File: config.mk
export PLATFORM = sky130hd
export DESIGN_NAME = gumnut_datapath_mc
export DESIGN_NICKNAME = d
export VERILOG_FILES = /design/src/rtl/gumnut_datapath_mc.sv
export SDC_FILE = /design/constraint.sdc
export NUM_CORES = 1
export LEC_CHECK = 0
export ABC_AREA = 1
export BUFFER_PORTS_ARGS = -buffer_cell sky130_fd_sc_hd__buf_2
export CAP_MARGIN = 25
export CORE_MARGIN = 3
export CORE_UTILIZATION = 40
export DETAILED_ROUTE_END_ITERATION = 16
export HOLD_SLACK_MARGIN = 0.1
export MAX_ROUTING_LAYER = met4
export PLACE_DENSITY = 0.56
export SETUP_SLACK_MARGIN = 0.4
export SYNTH_ARGS = -nofsm -noshare
export SYNTH_HDL_FRONTEND = slang
export SYNTH_SLANG_ARGS = --single-unit
File: constraint.sdc
create_clock -name clk_i -period 8.2 [get_ports clk_i]
set_input_delay 1.23 -clock clk_i [delete_from_list [all_inputs] [get_ports clk_i]]
set_output_delay 1.23 -clock clk_i [all_outputs]
set_load 0.005 [all_outputs]
File: src/rtl/gumnut_datapath_mc.sv
// Gumnut execute datapath: register file, operand mux, ALU, carry/zero flags,
// writeback mux, plus an iterative shift-add multiplier that writes back on its own.
module gumnut_datapath_mc #(
    parameter int  DW   = 8,
    parameter int  NREG = 8,
    localparam int RA   = $clog2(NREG),
    localparam int CW   = $clog2(DW)
) (
    input  logic          clk_i,
    input  logic          rst_i,
    input  logic          en_i,
    input  logic          reg_wr_i,
    input  logic          flag_wr_i,
    input  logic [1:0]    wb_sel_i,
    input  logic          op2_sel_i,
    input  logic [3:0]    alu_op_i,
    input  logic [RA-1:0] rs_addr_i,
    input  logic [RA-1:0] rs2_addr_i,
    input  logic [RA-1:0] rd_addr_i,
    input  logic [DW-1:0] immed_i,
    input  logic [CW-1:0] count_i,
    input  logic [DW-1:0] data_dat_i,
    input  logic [DW-1:0] port_dat_i,
    input  logic          mul_start_i,
    output logic          mul_busy_o,
    output logic          mul_done_o,
    output logic [DW-1:0] rs_o,
    output logic [DW-1:0] res_o,
    output logic          carry_o,
    output logic          zero_o
);

    // Multiplier FSM
    // state  | meaning
    // S_IDLE | waiting for mul_start_i; operands latched on start
    // S_BUSY | one multiplier bit consumed per enabled cycle, DW cycles
    // S_DONE | product low half written to latched rd, flags updated
    typedef enum logic [1:0] {S_IDLE, S_BUSY, S_DONE} mul_state_e;

    localparam int CNTW = $clog2(DW + 1);

    mul_state_e          state_q, state_d;
    logic [DW-1:0]       regs_q [NREG];
    logic [DW-1:0]       regs_d [NREG];
    logic                carry_q, carry_d;
    logic                zero_q, zero_d;
    logic [2*DW-1:0]     acc_q, acc_d;
    logic [2*DW-1:0]     mcand_q, mcand_d;
    logic [DW-1:0]       mplier_q, mplier_d;
    logic [CNTW-1:0]     cnt_q, cnt_d;
    logic [RA-1:0]       mrd_q, mrd_d;

    logic [DW-1:0]       rs_val, rs2_val, op2, res, wb_data;
    logic                alu_c;
    logic [DW:0]         sum_ext;
    logic [2*DW-1:0]     sh_wide;

    assign rs_val  = (rs_addr_i  == '0) ? '0 : regs_q[rs_addr_i];
    assign rs2_val = (rs2_addr_i == '0) ? '0 : regs_q[rs2_addr_i];
    assign op2     = op2_sel_i ? rs2_val : immed_i;

    always_comb begin
        res     = '0;
        alu_c   = 1'b0;
        sum_ext = '0;
        sh_wide = '0;
        case (alu_op_i)
            4'h0: begin
                sum_ext = {1'b0, rs_val} + {1'b0, op2};
                res     = sum_ext[DW-1:0];
                alu_c   = sum_ext[DW];
            end
            4'h1: begin
                sum_ext = {1'b0, rs_val} + {1'b0, op2} + {{DW{1'b0}}, carry_q};
                res     = sum_ext[DW-1:0];
                alu_c   = sum_ext[DW];
            end
            // Bit DW of the widened difference is the unsigned borrow.
            4'h2: begin
                sum_ext = {1'b0, rs_val} - {1'b0, op2};
                res     = sum_ext[DW-1:0];
                alu_c   = sum_ext[DW];
            end
            4'h3: begin
                sum_ext = {1'b0, rs_val} - {1'b0, op2} - {{DW{1'b0}}, carry_q};
                res     = sum_ext[DW-1:0];
                alu_c   = sum_ext[DW];
            end
            4'h4: res = rs_val & op2;
            4'h5: res = rs_val | op2;
            4'h6: res = rs_val ^ op2;
            4'h7: res = rs_val & ~op2;
            4'h8: begin
                sh_wide = {{DW{1'b0}}, rs_val} << count_i;
                res     = sh_wide[DW-1:0];
                alu_c   = sh_wide[DW];
            end
            4'h9: begin
                sh_wide = {rs_val, {DW{1'b0}}} >> count_i;
                res     = sh_wide[2*DW-1:DW];
                alu_c   = sh_wide[DW-1];
            end
            4'hA: begin
                sh_wide = {rs_val, rs_val} << count_i;
                res     = sh_wide[2*DW-1:DW];
            end
            4'hB: begin
                sh_wide = {rs_val, rs_val} >> count_i;
                res     = sh_wide[DW-1:0];
            end
            default: res = '0;
        endcase
    end

    always_comb begin
        case (wb_sel_i)
            2'b01:   wb_data = data_dat_i;
            2'b10:   wb_data = port_dat_i;
            default: wb_data = res;
        endcase
    end

    always_comb begin
        state_d  = state_q;
        acc_d    = acc_q;
        mcand_d  = mcand_q;
        mplier_d = mplier_q;
        cnt_d    = cnt_q;
        mrd_d    = mrd_q;
        if (en_i) begin
            case (state_q)
                S_IDLE: begin
                    if (mul_start_i) begin
                        acc_d    = '0;
                        mcand_d  = {{DW{1'b0}}, rs_val};
                        mplier_d = op2;
                        cnt_d    = CNTW'(DW);
                        mrd_d    = rd_addr_i;
                        state_d  = S_BUSY;
                    end
                end
                S_BUSY: begin
                    if (mplier_q[0]) begin
                        acc_d = acc_q + mcand_q;
                    end
                    mcand_d  = mcand_q << 1;
                    mplier_d = mplier_q >> 1;
                    cnt_d    = cnt_q - CNTW'(1);
                    if (cnt_q == CNTW'(1)) begin
                        state_d = S_DONE;
                    end
                end
                S_DONE:  state_d = S_IDLE;
                default: state_d = S_IDLE;
            endcase
        end
    end

    // Multiplier writeback pre-empts any controller write in the DONE cycle.
    always_comb begin
        regs_d  = regs_q;
        carry_d = carry_q;
        zero_d  = zero_q;
        if (en_i) begin
            if (state_q == S_DONE) begin
                if (mrd_q != '0) begin
                    regs_d[mrd_q] = acc_q[DW-1:0];
                end
                carry_d = |acc_q[2*DW-1:DW];
                zero_d  = (acc_q[DW-1:0] == '0);
            end else begin
                if (reg_wr_i && (wb_sel_i != 2'b11) && (rd_addr_i != '0)) begin
                    regs_d[rd_addr_i] = wb_data;
                end
                if (flag_wr_i) begin
                    carry_d = alu_c;
                    zero_d  = (res == '0);
                end
            end
        end
    end

    always_ff @(posedge clk_i or negedge rst_i) begin
        if (!rst_i) begin
            state_q  <= S_IDLE;
            regs_q   <= '{default: '0};
            carry_q  <= 1'b0;
            zero_q   <= 1'b0;
            acc_q    <= '0;
            mcand_q  <= '0;
            mplier_q <= '0;
            cnt_q    <= '0;
            mrd_q    <= '0;
        end else begin
            state_q  <= state_d;
            regs_q   <= regs_d;
            carry_q  <= carry_d;
            zero_q   <= zero_d;
            acc_q    <= acc_d;
            mcand_q  <= mcand_d;
            mplier_q <= mplier_d;
            cnt_q    <= cnt_d;
            mrd_q    <= mrd_d;
        end
    end

    assign rs_o       = rs_val;
    assign res_o      = res;
    assign carry_o    = carry_q;
    assign zero_o     = zero_q;
    assign mul_busy_o = (state_q != S_IDLE);
    assign mul_done_o = (state_q == S_DONE);

endmodule

==> impl_metrics.toml <==
[run_status]
status = "complete, no violations"

[drt]
first_iter_violations = 1056
ant_nets = 0
vias = 11029
avgViaCountPerCell = 5.596
first_pass_iters = 7
drt-total-wl_um = 39280
drc = 0
avgRoutedWirePerCell_um = 19.93

[worst_setup_path]
cp-start-kind = "input port"
path_cells = "buf_2 -> inv_6 -> nand3_4 -> nand3_4 -> ha_1 -> fa_1 -> inv_1 -> nand2_1 -> nand2_1 -> nor2_1 -> o21a_1 -> nor4_1 -> o21ai_0 -> nor2_1 -> nand3_1 -> buf_2"
r2r-start = "regs_q[16]"
crit_start = "rs_addr_i[0]"
critPathSlowestCell = "buf_2"
criticalPathCategory = "in2out"
required_ns = 6.97
max_stage_delay_ns = 0.68
critPathCaptureType = "output port"
path_max_fanout = 41
cp.arrival_ns = 5.04

[final_layout]
finalCoreUtilization_pct = 45.05
area_growth_pct = 9.335
final_cell_mix = "nand2_1, nand3_1, inv_1, nor2_1, dfrtp_1"
layout_commonest_cell = "nand2_1"
finalNetCount = 1728
diodes = 0
final_layout_size_suffix_gt1_share_pct = 11.94

[grt]
antenna_found_initial = 0
grt_pass1_wl_um = 60440
grt_remaining_overflow = 0
grt_usage_pct = 28.22
grt_pass1_vias = 10296
grt_max_degree = 67

[die]
dieArea_mm2 = 0.02822
ios = 69
start_util_pct = 41.20
rows = 58
die_w_um = 168.0
fp.dieH_um = 168.0
coreArea_mm2 = 0.02547

[timing]
hold_viol_final = 0
tightest_slew_ns = 0.9648
finClkSkew_ns = 0.01110
finalCritPeriodShare_pct = 76.51
rsz0062_at_grt = "no"
setup_viol_count_final = 0
finalMaxSlewViolations = 0
tns_ns = 0
max_freq_ghz = 0.1594
min_period_ns = 6.274
slew_headroom_pct = 35.44

[pwr]
power.share.clock_pct = 21.7
seqPwrFrac_pct = 27.6
leakagePower_nw = 5.828
intPower_w = 0.001804
switching_share_pct = 47.71
irDropWorstVdd_uv = 185.4
powerDensity_mw_per_mm2 = 300.7
p_sw_w = 0.001646
comb_power_share_pct = 50.8

[logic_synthesis]
synth_edf_count = 0
ys_types = 53
synth_nets = 1701
yosysSeqAreaShare_pct = 27.42
synth_ff_type = "dfrtp_1"
ys_seq_elements = 115
syn-cell-area_mm2 = 0.01050
syn_inst = 1601
ys_async_sr_fraction_pct = 100.0
yosys_warnings = 0
avgSynthCellArea_um2 = 6.555

[job]
cap_viol_max_count = 0

[place]
dp_hpwl_um = 29610
numPortBuffers = 68
gp_congestion = 1.023

[clock_network]
cts_inserted_buffers = 17
clock_latency_ns = 0.42
cts_hold_buf = 0
htree_levels = 4
clkTransAtPathRegs_ns = 0.06
clock_sinks = 115
cts_resized = 0
cts_tree = "yes"
cts_setup_buffers = 0
cts_root_buffer = "clkbuf_16"
ctsLongestPathBuffers = 2

[min_path]
min_path_type = "reg2reg"
hp-start = "regs_q[58]"
==> state kept, by name (all words and copies together) (netlist names) <==
name      flops
acc_q        16
carry_o       1
cnt_q         4
mcand_q      16
mplier_q      8
mrd_q         3
regs_q       64
state_q       2
zero_o        1
==> cell usage after synthesis (16+ instances only) <==
cell type    n  area, µm²
buf_2       25      125.1
inv_1      193      724.4
nand4_1     25      156.4
nand2_1    420       1577
a21oi_1    111      555.5
nor2_1     131      491.7
ha_1        48      600.6
a21boi_1    21      157.7
clkbuf_1    18      67.56
o22ai_1     16      100.1
nand3_1    202       1011
nand3_2     21      210.2
o21ai_0     71      355.3
nand2_2     19      118.9
dfrtp_1    115       2878
a22oi_1     35      262.8
==> path summary, 6_finish.rpt <==
kind / endpoint / slack (ns) / cells after the start
setup / recovery: res_o[2] / 1.93 / 16
hold / removal: regs_q[58] / 0.38 / 0
setup reg to reg: regs_q[26] / 3.91 / 18
hold reg to reg: regs_q[58] / 0.38 / 0
max in group asynchronous: regs_q[42] / 5.97 / 2
min in group asynchronous: acc_q[11] / 0.92 / 1
==> cells by family after synthesis <==
logic type	after synthesis	synth area share [%]
flops	115	27.42
fa+ha+maj	51	6.295
simple gates	862	37.68
compound gates	290	16.62
buf+inv	278	11.56
xor+xnor	5	0.4173
==> routing by layer <==
layer  vias up  GRT usage, %  routed length (µm)
met5         -             -                   0
met4         0         9.214                1339
met3        77         3.405                2387
met2       411         44.55               18070
met1      5194         37.90               17480
li1       5347             -                   -
==> power groups by stage <==
stage	Clock (W)	Sequential, W	Combinational, W
6_report	0.000747	0.000951	0.00175
3_3_place_gp	0	0.000956	0.00172
3_5_place_dp	0	0.000957	0.00172
2_1_floorplan	0	0.000892	0.00125
5_1_grt	0.000782	0.000975	0.00195
4_1_cts	0.000758	0.000949	0.00173
==> worst max-delay path, delay by kind of cell <==
| kind | cells | cell delay, ns |
|---|---|---|
| and+or+nand+nor | 8 | 1.51 |
| buffers and inverters | 4 | 1.16 |
| adders and majority gates | 2 | 0.71 |
| AOI/OAI and AO/OA | 2 | 0.40 |
==> final cells by class <==
class                   instances  area, µm²
clock inverters                13      136.4
repair buffers                 74      385.4
fillers                      2660      14000
well taps                     330      412.9
multi-input cells            1208       6409
flip-flops and latches        115       2878
inverters                     212      810.8
clock buffers                  19      442.9
==> stage by stage <==
stage	cells	cell area, µm²	power, W	hold WS (ns)	setup WS (ns)
after floorplan	1601	10500	0.002147	0.4297	3.288
after global placement	1937	10880	0.002678	0.3681	1.984
after detailed placement	1938	10890	0.002675	0.3690	1.981
after CTS	1970	11470	0.003437	0.3824	1.971
after global routing	1971	11470	0.003706	0.3906	1.681
final	1971	11470	0.003451	0.3785	1.926
(Power assumes the default switching activity.)
